### src/rtl/sr_cell_updown_counter.sv
// Up/down counter built from SR storage cells with T-style excitation.
// Each bit gets a toggle/hold command, which is turned into an S/R pair per cell.
module sr_cell_updown_counter #(
  parameter int WIDTH = 4
) (
  input  logic             clk,
  input  logic             rst_n,
  input  logic             en,
  input  logic             mode,
  input  logic             up,
  input  logic             load,
  input  logic [WIDTH-1:0] d,
  input  logic [WIDTH-1:0] t_in,
  output logic [WIDTH-1:0] q,
  output logic             tc,
  output logic             wrap
);

  logic [WIDTH-1:0] t;
  logic [WIDTH-1:0] s;
  logic [WIDTH-1:0] r;
  logic [WIDTH:0]   all_ones;
  logic [WIDTH:0]   all_zeros;

  // Prefix chains: bit i toggles when every lower bit is 1 (up) or 0 (down).
  // Bit 0 sees an empty prefix and therefore always toggles in count mode.
  assign all_ones[0]  = 1'b1;
  assign all_zeros[0] = 1'b1;

  for (genvar i = 0; i < WIDTH; i++) begin : g_chain
    assign all_ones[i+1]  = all_ones[i] & q[i];
    assign all_zeros[i+1] = all_zeros[i] & ~q[i];
  end

  always_comb begin
    t = mode ? t_in : (up ? all_ones[WIDTH-1:0] : all_zeros[WIDTH-1:0]);
  end

  // NOTE: s and r get a default on every path so no latch is inferred.
  always_comb begin
    s = '0;
    r = '0;
    if (load) begin
      s = d;
      r = ~d;
    end else if (en) begin
      s = t & ~q;
      r = t & q;
    end
  end

  // Terminal count is the full prefix chain; toggle mode never reports it.
  assign tc = ~mode & (up ? all_ones[WIDTH] : all_zeros[WIDTH]);

  // One SR storage cell per bit: S sets, R resets, neither holds.
  for (genvar i = 0; i < WIDTH; i++) begin : g_cell
    logic cell_q;

    // NOTE: sequential state uses non-blocking assignments so every cell
    // samples the pre-edge q through the excitation logic.
    always_ff @(posedge clk or negedge rst_n) begin
      if (!rst_n) begin
        cell_q <= 1'b0;
      end else if (s[i]) begin
        cell_q <= 1'b1;
      end else if (r[i]) begin
        cell_q <= 1'b0;
      end
    end

    assign q[i] = cell_q;
  end

  always_ff @(posedge clk or negedge rst_n) begin
    if (!rst_n) begin
      wrap <= 1'b0;
    end else begin
      wrap <= ~load & en & ~mode & tc;
    end
  end

endmodule
### config.mk
export PLATFORM = sky130hd
export DESIGN_NAME = sr_cell_updown_counter
export DESIGN_NICKNAME = d
export VERILOG_FILES = /design/src/rtl/sr_cell_updown_counter.sv
export SDC_FILE = /design/constraint.sdc
export NUM_CORES = 1
export LEC_CHECK = 0
export ABC_AREA = 1
export CAP_MARGIN = 20
export CORE_UTILIZATION = 30
export CTS_CLUSTER_SIZE = 30
export DETAILED_ROUTE_END_ITERATION = 10
export GPL_TIMING_DRIVEN = 0
export PLACE_DENSITY = 0.64
export SYNTH_ARGS = -nofsm -noshare
export SYNTH_HDL_FRONTEND = slang
export SYNTH_SLANG_ARGS = --single-unit
### constraint.sdc
create_clock -name clk -period 1.8 [get_ports clk]
set_input_delay 0.54 -clock clk [delete_from_list [all_inputs] [get_ports clk]]
set_output_delay 0.54 -clock clk [all_outputs]
set_load 0.05 [all_outputs]
; After elaboration in Yosys (flattened, before gate mapping)
; Index checks and enable logic that the tools add are counted.
[word_totals]
ff_bits = 5
output_inout_bits = 6
wordCells = 44
[classes]
muxes = 15
bitwise = 20
reduce_logical = 4
[op_table]
columns = cell, n
row1 = $mux W4, 6
row2 = $and A1 B1 Y1, 10
row3 = $mux W1, 9
row4 = $and A4 B4 Y4, 2
row5 = $not A4 Y4, 2
row6 = $reduce_bool A2 Y1, 4
row7 = $not A1 Y1, 6

; Logic depth before layout (Yosys ltp)
[depth]
ltp_word = 10
ltp_mapped = 7
mapped_depth_nobuf = 7

; Least setup slack after synthesis
; Ideal clock, no wire load.
[synth_path]
kind = input-to-output
startpoint = input up
endpoint = output tc
arrival_time_ns = 1.150
slack_ns = 0.110
stages = 5
path_buffers = 0
cell_sequence = inv_1 -> nand4_1 -> nand2_1 -> nand2_2 -> inv_1
[synth_via]
elab_chain_cells = 2
[synth_rtl]
columns = item, line_no
row1 = from (decl), 10  ; input logic up,
row2 = $mux W1, 53  ; assign tc = ~mode & (up ? all_ones[WIDTH] : all_zeros[WIDTH]);
row3 = $and A1 B1 Y1, 53
row4 = to (decl), 15  ; output logic tc,
; No other way between the ends.

; Worst setup path in the final report
[layout_path]
startpoint = register g_cell[1].cell_q
endpoint = output tc
[layout_via]
elab_chain_cells = 6
[layout_rtl]
columns = item, line_no
row1 = from (decl), 57  ; logic cell_q;
row2 = from (signal assigned), 63  ; cell_q <= 1'b0;
row3 = from (signal assigned), 65  ; cell_q <= 1'b1;
row4 = from (signal assigned), 67  ; cell_q <= 1'b0;
row5 = $not A1 Y1, 32  ; assign all_zeros[i+1] = all_zeros[i] & ~q[i];
row6 = $and A1 B1 Y1 (3 in a row), 32
row7 = $mux W1 *, 53
row8 = $and A1 B1 Y1 *, 53
; Mark *: on every way between the ends. The rest lies on a longest branch, timed or not.

==> results by group <==
Yosys
  • Seq cells post-synth: 5
  • Synthesized area: 409 sq um
  • Yosys cell types: 14
  • YS warnings: 0
  • Seq/Total Area, Yosys: 0.306
  • Number of flops mapped to enable cells by yosys: 0
  • Top cells by count, synth: 14 x nand3_1, 12 x nand2_1, 10 x inv_1, 5 x dfrtp_1
  • FFs w/ async S/R, synth: 1.00
  • Share of the synthesized area in the top cell type: 0.306
  • Top-count cell post-synth: nand3_1
  • Area leader, netlist: dfrtp_1
  • Syn_nets: 76
  • Syn_area_per_cell: 6.60 sq um
  • Syn Inst Count: 62
  • Synth Flop Type: dfrtp_1
  • Synth top area cells: dfrtp_1 31%, nand3_1 17%, nand2_1 11%

Clocking
  • Clock tree buffer depth: 2
  • Worst skew pair latency: 0.25 ns
  • Hold-fix buffer count after cts: 0
  • H-tree levels: 1
  • CTS buffer count: 3
  • Clock sink count: 5
  • Clock root buffer: clkbuf_4
  • Clk slew on worst S/H paths: 0.05 ns
  • CTS tree: built

Final layout
  • Share of cells above drive strength 1: 0.363
  • Multi-input gate area: 220 sq um
  • Final net count: 106
  • P&R area growth vs syn: 68.2%
  • Fillers: 125
  • Ant diodes: 0
  • FF/Latch Area: 128 sq um
  • Finished Layout Cells: 105

Setup path
  • Crit end category: primary output
  • Max stage delay cell, worst path: dfrtp_2
  • Worst Path Required: 1.26 ns
  • Critical path type: reg -> out
  • Critical path fanouts, max: 5
  • Critical path arrival: 1.31 ns
  • CP Launch Type: flip-flop
  • Most Frequent Cell on Critical Path: inv_2
  • CP peak stage delay: 0.42 ns
  • Crit-path cells: inv_2 > nor3_2 > nand3_1 > nand2_1 > nand2_2 > inv_2 > buf_8
  • WP buf/inv: 3
  • CP delay by family, top: flip-flops

Placement
  • Post-Place Cells: 95
  • RePlAce Congestion: 0.808
  • HPWL Detailed: 743 microns
  • Port Buf Inserts: 19

STA
  • Final Setup Violations: 1
  • Clk_skew: 0.00298 ns
  • Slew Viols, Final: 0
  • Max Freq: 0.540 GHz
  • Min Tclk post-route: 1.85 ns
  • Tcrit/Tclk final: 1.03
  • Slew headroom: 0.672
  • Final Hold Fails: 0
  • TNS Setup: -0.0506 ns
  • Setup WS post-layout: -0.0506 ns
  • Slew @ Worst Pin: 0.494 ns
  • RSZ-0062 raised after global routing: true

Power
  • Clk pwr share: 0.285
  • Power per Cell Area: 684 mW/mm^2
  • Net switching power: 0.171 mW
  • Comb power frac: 0.411
  • Pint: 0.299 mW
  • Sequential Power Share: 0.304
  • Switching share of total power: 0.364
  • Maximum vdd ir drop: 345 uV
  • Leak: 0.350 nW

Global route
  • Total grt overflow: 0
  • Vias in the first global route: 388
  • Antenna violations before repair: 0
  • Gr usage total: 0.167
  • First-pass GRT wire length: 1.66 mm
  • Largest net degree at the start of global routing: 9

Outcome
  • Violated checks: setup timing
  • Status: finished, violations left

Route
  • Remaining DRCs: 0
  • 1st-pass router iterations: 4
  • Vias: 493
  • Post-Route WL: 1.05 mm
  • DRT iter0 DRCs: 13
  • Routed vias/inst: 4.70
  • Routed Antenna Nets: 0
  • Routed wire per std cell: 10.0 microns

Floorplan
  • Initial core utilization: 0.345
  • Ports: 20
  • Die Wd: 38.9 microns
  • Die ar.: 0.00152 sq mm
  • Core Rows: 12
  • Core box area: 0.00119 sq mm
  • Die Span Y: 38.9 microns

Flow run
  • Total of max-cap violations: 0

Min path
  • Hold crit path type: in -> async
[per-layer routing]
metal / share of wire / vias up / track usage
li1: - / 260 / -
met1: 0.50 / 210 / 0.245
met2: 0.43 / 20 / 0.229
met3: 0.044 / 3 / 0.0173
met4: 0.020 / 0 / 0.103
met5: 0 / - / 0
[final timing paths]
path | startpoint | to | slack, ns | cells after the start
max | g_cell[1].cell_q | tc | -0.05 | 7
min | rst_n | g_cell[3].cell_q | 0.53 | 1
max reg2reg | g_cell[1].cell_q | wrap | 0.67 | 7
min reg2reg | g_cell[2].cell_q | g_cell[2].cell_q | 0.57 | 2
max in group asynchronous | rst_n | g_cell[0].cell_q | 1.04 | 1
min in group clk | g_cell[2].cell_q | g_cell[2].cell_q | 0.57 | 2
[state kept, by name (all words and copies together), names as in the netlist]
signal and count:
g_cell.cell_q 4, wrap 1
[metrics by stage]
step	total power, mW	utilization	setup slack (ns)	instance area [sq um]	hold WS, ns
global placement	0.316	0.520	-0.995	617	0.565
detailed placement	0.316	0.520	-0.988	617	0.566
floorplan	0.248	-	0.110	409	0.244
finish	0.471	0.580	-0.0506	688	0.530
CTS	0.451	0.553	-0.0898	656	0.533
global route	0.501	0.580	-0.123	688	0.545
[repair_timing]
action | 4_1_cts | 5_1_grt
gates cloned | 0 | 0
resized for setup | 24 | 10
pin swaps | 0 | 3
endpoints found under the setup margin | 6 | 2
setup buffers | 1 | 5
[layout make-up]
class                           instances  share of cell area
Timing Repair Buffer                   25               0.327
Buffer                                  4              0.0436
Sequential cell                         5               0.185
Inverter                               11              0.0600
Multi-Input combinational cell         42               0.320
Clock buffer                            4              0.0382
Tap cell                               14              0.0255
[placed cells by master, fill, tap and decap left out, types with 2 or more instances in the layout]
master           instances
buf_4                   12
clkbuf_2                 2
clkbuf_4                 3
clkdlybuf4s50_1         12
dfrtp_1                  3
dfrtp_2                  2
inv_1                    6
inv_2                    5
nand2_1                 12
nand3_1                 14
nand4_1                  4
nor2_1                   3
or2_2                    3
[worst register-to-register path, delay by kind of cell, from the launching register on]
family | cells | cell delay [ns]
buffers and inverters | 2 | 0.19
flip-flops | 1 | 0.42
AND/OR/NAND/NOR | 5 | 0.44
[cells by family after synthesis]
kind of cell	share of synthesized area
flops	0.306
buf+inv	0.174
simple gates	0.480
compound gates	0.0398
[power by group through the flow]
stage               Combinational [mW]  Sequential (mW)  Clock [mW]
floorplan                        0.110            0.138           0
global placement                 0.173            0.142           0
detailed placement               0.174            0.142           0
CTS                              0.173            0.141       0.138
finish                           0.193            0.143       0.134
global route                     0.210            0.145       0.146
Power figures use the tool's default switching activity.
